### config.mk
export PLATFORM = sky130hd
export DESIGN_NAME = wire_out_status_snapshot
export DESIGN_NICKNAME = d
export VERILOG_FILES = /design/src/rtl/wire_out_status_snapshot_pkg.sv /design/src/rtl/wire_out_status_snapshot_sat_counter.sv /design/src/rtl/wire_out_status_snapshot.sv
export SDC_FILE = /design/constraint.sdc
export NUM_CORES = 1
export LEC_CHECK = 0
export CAP_MARGIN = 30
export CORE_AREA = 2 2 96 98
export CTS_CLUSTER_DIAMETER = 60
export DETAILED_ROUTE_END_ITERATION = 16
export DIE_AREA = 0 0 98 100
export GPL_ROUTABILITY_DRIVEN = 1
export PLACE_DENSITY_LB_ADDON = 0.08
export SETUP_SLACK_MARGIN = 0.5
export SYNTH_ARGS = -nofsm -noshare
export SYNTH_HDL_FRONTEND = slang
export SYNTH_SLANG_ARGS = --single-unit
### constraint.sdc
create_clock -name ti_clk -period 3.87 [get_ports ti_clk]
set_input_delay 0.774 -clock ti_clk [delete_from_list [all_inputs] [get_ports ti_clk]]
set_output_delay 0.774 -clock ti_clk [all_outputs]
set_load 0.02 [all_outputs]
### src/rtl/wire_out_status_snapshot_pkg.sv
// Shared definitions for the Wire Out status snapshot block: FSM encoding and widths.
package wire_out_status_snapshot_pkg;

    typedef enum logic [1:0] {
        IDLE    = 2'd0,
        CAPTURE = 2'd1,
        HOLD    = 2'd2
    } snap_state_t;

    localparam int COUNT_W = 32;
    localparam int SEQ_W   = 4;
    localparam logic [COUNT_W-1:0] COUNT_MAX = {COUNT_W{1'b1}};

endpackage

### src/rtl/wire_out_status_snapshot_sat_counter.sv
// Saturating up-counter with synchronous clear; also exposes the value after this cycle's increment.
module sat_counter #(
    parameter int W = 32
) (
    input  logic         clk,
    input  logic         rst,
    input  logic         inc,
    input  logic         clr,
    output logic [W-1:0] value,
    output logic [W-1:0] value_inc
);

    logic [W-1:0] count_q;

    function automatic logic [W-1:0] sat_add(input logic [W-1:0] v, input logic en);
        if (en && (v != {W{1'b1}}))
            return v + W'(1);
        return v;
    endfunction

    // value_inc ignores clr so a capture on the same edge still sees the pre-clear total
    assign value_inc = sat_add(count_q, inc);
    assign value     = count_q;

    always_ff @(posedge clk or posedge rst) begin
        if (rst)
            count_q <= '0;
        else if (clr)
            count_q <= '0;
        else
            count_q <= value_inc;
    end

endmodule

### src/rtl/wire_out_status_snapshot.sv
// Sticky event flags and event counter, captured on host request into a held three-word Wire Out image.
module wire_out_status_snapshot #(
    parameter int EVT_W         = 16,
    parameter int HOLD_CYCLES   = 8,
    parameter int CLEAR_ON_SNAP = 1
) (
    input  logic             ti_clk,
    input  logic             reset,
    input  logic [EVT_W-1:0] event_in,
    input  logic             cnt_en,
    input  logic             snap_req,
    input  logic             clr_req,
    output logic [15:0]      status_word,
    output logic [15:0]      count_lo,
    output logic [15:0]      count_hi,
    output logic             snap_busy,
    output logic             snap_done,
    output logic             snap_drop,
    output logic [3:0]       snap_seq
);
    import wire_out_status_snapshot_pkg::*;

    localparam int HOLD_W = $clog2(HOLD_CYCLES);

    snap_state_t          state, state_nxt;
    logic [HOLD_W-1:0]    hold_cnt;
    logic [EVT_W-1:0]     live_flags;
    logic [EVT_W-1:0]     flags_with_evt;
    logic [COUNT_W-1:0]   live_count;
    logic [COUNT_W-1:0]   count_with_evt;
    logic [SEQ_W-1:0]     seq_q;
    logic                 cnt_inc;
    logic                 capture;
    logic                 live_clr;
    logic                 hold_last;

    assign cnt_inc        = cnt_en & (|event_in);
    assign capture        = (state == CAPTURE);
    assign live_clr       = clr_req | (capture & (CLEAR_ON_SNAP != 0));
    assign flags_with_evt = live_flags | event_in;
    assign hold_last      = (state == HOLD) && (hold_cnt == HOLD_W'(HOLD_CYCLES - 1));

    sat_counter #(.W(COUNT_W)) u_live_cnt (
        .clk       (ti_clk),
        .rst       (reset),
        .inc       (cnt_inc),
        .clr       (live_clr),
        .value     (live_count),
        .value_inc (count_with_evt)
    );

    always_comb begin
        state_nxt = state;
        case (state)
            IDLE:    if (snap_req) state_nxt = CAPTURE;
            CAPTURE: state_nxt = HOLD;
            HOLD:    if (hold_last) state_nxt = IDLE;
            default: state_nxt = IDLE;
        endcase
    end

    always_ff @(posedge ti_clk or posedge reset) begin
        if (reset) begin
            state    <= IDLE;
            hold_cnt <= '0;
        end else begin
            state    <= state_nxt;
            hold_cnt <= (state == HOLD) ? hold_cnt + HOLD_W'(1) : '0;
        end
    end

    always_ff @(posedge ti_clk or posedge reset) begin
        if (reset)
            live_flags <= '0;
        else if (live_clr)
            live_flags <= '0;
        else
            live_flags <= flags_with_evt;
    end

    // Shadow image changes only on the capture edge; it includes the capture cycle's own events
    always_ff @(posedge ti_clk or posedge reset) begin
        if (reset) begin
            status_word <= '0;
            count_lo    <= '0;
            count_hi    <= '0;
        end else if (capture) begin
            status_word <= 16'(flags_with_evt);
            count_lo    <= count_with_evt[15:0];
            count_hi    <= count_with_evt[31:16];
        end
    end

    always_ff @(posedge ti_clk or posedge reset) begin
        if (reset) begin
            seq_q     <= '0;
            snap_drop <= 1'b0;
        end else begin
            snap_drop <= snap_req && (state != IDLE);
            if (snap_req && (state == IDLE))
                seq_q <= seq_q + SEQ_W'(1);
        end
    end

    assign snap_seq  = seq_q;
    assign snap_busy = (state != IDLE);
    assign snap_done = hold_last;

endmodule

==> results.json, run 1 <==
{
  "antenna_found_initial": 0,
  "p_per_area_nw_per_um2": 649,
  "max_stage_delay_ps": 620,
  "setup.worst_path.start_class": "primary input",
  "routed_via_density": 5.53,
  "core_um2": 8890,
  "syn_area_per_cell_um2": 10.2,
  "post-cts-setup-buffer-count": 0,
  "synth_top_family_by_area": "simple AND/OR/NAND/NOR gates",
  "wl_per_cell_um": 14.9,
  "clk_path_buf_depth": 2,
  "slowest_stage": "or4_1",
  "worstMarginPinSlew_ps": 718,
  "path_cells": "clkdlybuf4s50_1, or4_1, o41a_1, nand4_1, xor2_1, o21ai_0",
  "pin_count": 76,
  "setup_ws_ps": 1140,
  "routed_wl_um": 9390,
  "die_w_um": 98,
  "synthesis.nets": 472,
  "grt_usage": 0.200,
  "postRouteAntennaNets": 0,
  "yosys_warnings": 0,
  "yosysMostFrequentCell": "dfrtp_1",
  "worst-path-max-fanout": 7,
  "cts_resized": 0,
  "max_freq_ghz": 0.367,
  "synth_xor_area_frac": 0.0173,
  "grt-ovfl-total": 0,
  "maxCapViolCount": 0,
  "cts_hold_buf": 0,
  "synthMuxAreaShare": 0.00687,
  "std_cell_rows": 35,
  "setup_tns_ps": 0,
  "cts_root_buf": "clkbuf_8",
  "slew_headroom": 0.521,
  "min_period_over_period": 0.705,
  "path_clk_slew_ps": 110,
  "status": "complete, no violations",
  "synth.area.top_cells": "dfrtp_1 (58%), nor2_1 (5.9%), o21ai_0 (3.6%)",
  "synthSimpleGateAreaFrac": 0.204,
  "finClkSkew_ps": 14.6,
  "yosysSeqAreaShare": 0.582,
  "portBuffers": 75,
  "pre_cts_slack_ps": 761,
  "peakVddDrop_v": 0.000409,
  "worstSetupPathType": "in2reg",
  "first_global_vias": 3315,
  "synthesis.area_um2": 4560,
  "synth_seq_cells": 106,
  "synth_edf_count": 0,
  "end_kind": "flip-flop",
  "worst-path-buf-inv": 1,
  "ys_types": 46,
  "synth_flop_cell": "dfrtp_1",
  "hold_viol": 0,
  "power.leakage_nw": 2.28,
  "grt_start_max_net_pins": 75,
  "syn_inst": 447,
  "finalSetupViolations": 0,
  "numCtsBuffers": 9,
  "drt_iter0_drc": 150,
  "die_height_um": 100,
  "synth_compound_area_frac": 0.150,
  "initial_core_util": 0.512,
  "grt_pass1_wl_um": 15700,
  "cts_tree": "built",
  "synth_top_area_frac": 0.582,
  "via_count": 3493,
  "drtPass1Iterations": 4,
  "synthTopCellsByCount": "dfrtp_1 (106), nor2_1 (71), nand2_1 (36), o21ai_0 (33), a21oi_1 (25)",
  "antenna_cells": 0,
  "cp.required_ps": 4110,
  "die_area_um2": 9800,
  "cts_htree_levels": 3,
  "synth-async-reset-ratio": 1.00,
  "critPathTopFamily": "simple AND/OR/NAND/NOR gates",
  "area_delta_synth_final_pct": 23.1,
  "holdCritPathClass": "reg2reg",
  "yosys.area.top_type": "dfrtp_1",
  "clk_latency_ps": 370,
  "rsz0062_at_grt": "no",
  "drive_gt1_frac": 0.0729,
  "clock-sinks": 106,
  "place.gp.congestion": 0.771,
  "fin_crit_ps": 2730,
  "synthAdderAreaFrac": 0.0110,
  "fin_nets": 541,
  "slew_violations": 0,
  "dp_hpwl_um": 6560,
  "arrival_ps": 2970,
  "final_util": 0.631,
  "drc": 0
}
-- stage by stage --
step                      power (mW)  area, um^2  hold WS [ps]  instances
after floorplan                 2.35        4560           408        447
after global placement          2.99        5400           427        615
after detailed placement        3.04        5420           454        616
after CTS                       3.68        5610           476        632
after global routing            3.86        5610           491        632
final                           3.64        5610           468        632
-- state kept, by name, summed over array words and instances, names as in the netlist --
name,count
count_hi,16
count_lo,16
hold_cnt,3
live_flags,16
snap_drop,1
snap_seq,4
state,2
status_word,16
u_live_cnt.value,32
-- layer usage --
metal,GRT usage,up-vias,routed length [um],share of wire
met4,0.0726,0,132,0.014
met1,0.269,1683,4330,0.46
met3,0.0494,12,517,0.055
met5,0,-,0,0
met2,0.319,71,4410,0.47
li1,-,1727,-,-
-- layout by cell type, fill, tap and decap left out, types with 4 or more instances in the layout --
master / netlist / routed
nand4_1: 9 / 9
dfrtp_1: 106 / 106
o21ai_1: 8 / 8
clkdlybuf4s50_1: 0 / 75
inv_1: 11 / 10
clkbuf_8: 0 / 9
xnor2_1: 5 / 5
nand2_1: 36 / 36
nand3_1: 13 / 13
and2_1: 4 / 4
a21oi_1: 25 / 25
nor2_1: 71 / 71
a31oi_1: 24 / 24
nor3_1: 6 / 6
ha_1: 4 / 4
xor2_1: 4 / 4
or4_1: 6 / 6
or3_1: 19 / 19
o21ai_0: 33 / 33
-- power by group --
part           switching [mW]  internal (mW)  leakage, nW
Sequential              0.178           1.41         1.36
Combinational           0.749          0.655        0.827
Clock                   0.398          0.246       0.0925
-- worst reg2reg max path, cell delays in order, from the launching register on --
cell	delay, ps
dfrtp_1	410
ha_1	210
nand3_1	230
or3_1	660
o31ai_4	580
mux2i_1	290
a21oi_1	90
-- cell type report --
type	instances	area, um^2
clock inverters	7	58.8
multi-input cells	309	1780
inverters	11	45.0
fillers	784	3280
well taps	111	139
repair buffers	79	806
flip-flops and latches	106	2650
clock buffers	9	124
-- cell families after synthesis --
group | count (synthesis)
and+or+nand+nor | 186
AOI/OAI and AO/OA | 107
DFF | 106
buffers and inverters | 32
xor gates and xnor gates | 9
adders and majority gates | 4
muxes | 3
-- path summary, 6_finish.rpt --
| path | start | endpoint | slack [ps] | cells after the start |
|---|---|---|---|---|
| min in group asynchronous | reset | count_hi[10] | 860 | 2 |
| worst max register to register | u_live_cnt.value[1] | count_lo[1] | 1290 | 6 |
| worst min register to register | hold_cnt[0] | hold_cnt[0] | 470 | 1 |
| worst min-delay path | hold_cnt[0] | hold_cnt[0] | 470 | 1 |
| worst max-delay path | event_in[8] | count_hi[8] | 1140 | 6 |
| max in group asynchronous | reset | count_lo[7] | 2200 | 3 |
No activity file was read; power rests on OpenSTA's default activity.
==> inputs of run 2 (changes only) <==
Clock period 3.87 ns to 2.7 ns, I/O delays scaled along.
==> run 2 against run 1 <==
First-iteration DRC count fell by 14%. Routed wire length rose by 10%. Combinational power rose by 46%. Power rose by 45%. Worst setup slack got worse by 660 ps. Sequential power rose by 43%. Register-to-register slack got worse by 810 ps. Clock skew fell by 0.80 ps. Global-route usage rose by 1.3 points. Utilization rose by 4.7 points.
==> results.json, run 2 (synthesis gave the netlist of run 1 again) <==
{
  "p_switching_mw": 1.93,
  "finClkSkew_ps": 13.8,
  "postRouteAntennaNets": 0,
  "setup.worst_path.start": "event_in[13]",
  "grt_pass1_wl_um": 16900,
  "die_area_um2": 9800,
  "placed_area_um2": 5510,
  "nFillCells": 724,
  "grt_start_max_net_pins": 107,
  "arrival_ps": 2460,
  "wl_per_cell_um": 15.6,
  "initial_core_util": 0.512,
  "portBuffers": 75,
  "cp.required_ps": 2940,
  "pin_count": 76,
  "path_clk_slew_ps": 110,
  "combPwrFrac": 0.388,
  "clk_latency_ps": 380,
  "die_w_um": 98,
  "grt_usage": 0.213,
  "cts_tree": "built",
  "grt-ovfl-total": 0,
  "rsz0062_at_grt": "yes",
  "cts_hold_buf": 0,
  "power.leakage_nw": 2.51,
  "via_count": 3679,
  "fin_crit_ps": 2220,
  "clkPwrFrac": 0.179,
  "worstMarginPinSlew_ps": 579,
  "routed_wl_um": 10400,
  "p_int_mw": 3.33,
  "place.gp.congestion": 0.798,
  "min_period_over_period": 0.822,
  "largest_register_ffs": 32,
  "design_area_um2": 6020,
  "worstReg2RegEnd": "u_live_cnt.value[14]",
  "max_freq_ghz": 0.450,
  "holdCritPathClass": "in2reg",
  "dp_hpwl_um": 6530,
  "std_cell_rows": 35,
  "routed_via_density": 5.52,
  "peakVddDrop_v": 0.000500,
  "regToRegSetupSlack_ps": 480,
  "layout_commonest_cell": "dfrtp_1",
  "hold_viol": 0,
  "reg2regPathDepth": 7,
  "antenna_cells": 0,
  "worstSetupEndpoint": "count_hi[6]",
  "hold-worst-slack_ps": 422,
  "drive_gt1_frac": 0.203,
  "clk_path_buf_depth": 2,
  "p_per_area_nw_per_um2": 873,
  "antenna_found_initial": 0,
  "setup_tns_ps": 0,
  "regToRegStartpoint": "u_live_cnt.value[5]",
  "cts_root_buf": "clkbuf_8",
  "drc": 0,
  "worst-path-max-fanout": 6,
  "finalSetupViolations": 0,
  "switching_share": 0.366,
  "area_delta_synth_final_pct": 32.2,
  "fin_nets": 576,
  "core_um2": 8890,
  "first_global_vias": 3581,
  "end_kind": "flip-flop",
  "stdcell_count": 667,
  "drtPass1Iterations": 4,
  "die_height_um": 100,
  "slew_headroom": 0.614,
  "drt_iter0_drc": 129,
  "numCtsBuffers": 9,
  "dp.cells": 629,
  "setup.worst_path.start_class": "primary input",
  "slew_violations": 0,
  "cts_htree_levels": 3,
  "worstSetupPathType": "in2reg",
  "clock-sinks": 106,
  "seqPwrFrac": 0.433,
  "status": "complete, no violations",
  "maxCapViolCount": 0,
  "final_cell_mix": "dfrtp_1 (103), nor2_1 (71), clkdlybuf4s50_1 (57), nand2_1 (36), buf_4 (26)"
}
## run 2: changes by cell type in the layout (fill, tap and decap cells not counted), moves of 5 or more
cell,before,now
clkbuf_2,0,7
or3_4,0,6
buf_6,0,12
o21ai_0,33,24
clkdlybuf4s50_1,75,57
or3_1,19,13
clkdlybuf4s15_1,0,5
o21ai_1,8,15
buf_4,2,26
## run 2: what timing repair did
action	4_1_cts	5_1_grt
endpoints found under the hold margin	0	0
gates resized for setup	43	54
pin swaps	21	33
endpoints found under the setup margin	64	51
gates cloned	0	0
buffers inserted	12	10
## run 2: worst min-delay path by stage
stage / from / end / cells after the start
6_report: event_in[15] / live_flags[15] / 3
5_1_grt: event_in[2] / live_flags[2] / 3
4_1_cts: event_in[15] / live_flags[15] / 3
3_5_place_dp: hold_cnt[0] / hold_cnt[0] / 1
3_3_place_gp: hold_cnt[0] / hold_cnt[0] / 1
2_1_floorplan: hold_cnt[0] / hold_cnt[0] / 1
## run 2: power by group through the flow
stage	Combinational, mW	Sequential [mW]	Clock (mW)
detailed placement	2.04	2.31	0
CTS	2.04	2.29	0.950
floorplan	0.640	2.73	0
global placement	2.00	2.30	0
global route	2.23	2.34	1.03
finish	2.04	2.28	0.939
## run 2: through the flow
step	total power, mW	setup slack (ps)	util
2_1_floorplan	3.37	370	-
3_3_place_gp	4.30	-102	0.620
3_5_place_dp	4.35	-190	0.620
4_1_cts	5.28	457	0.654
5_1_grt	5.60	383	0.678
6_report	5.26	480	0.678
## run 2: worst max-delay path, cell delays in order
cell and delay [ps]:
clkdlybuf4s15_1 190, or4_4 530, o41a_1 560, buf_4 190, o311ai_4 70, buf_6 180, or4_4 130, a31oi_1 70
## run 2: routing by layer
layer | GRT usage | vias up | share of wire
met3 | 0.0481 | 15 | 0.050
li1 | - | 1802 | -
met5 | 0 | - | 0
met1 | 0.290 | 1779 | 0.45
met2 | 0.335 | 83 | 0.48
met4 | 0.0887 | 0 | 0.015
## run 2: area by class of cell
cell class	count	area [um^2]	area share
Clock inverter	7	61.3	0.0102
Multi-Input combinational cell	309	1950	0.323
Tap cell	111	139	0.0231
Sequential cell	106	2660	0.441
Timing Repair Buffer	114	1050	0.174
Clock buffer	9	124	0.0206
Inverter	11	45.0	0.00748
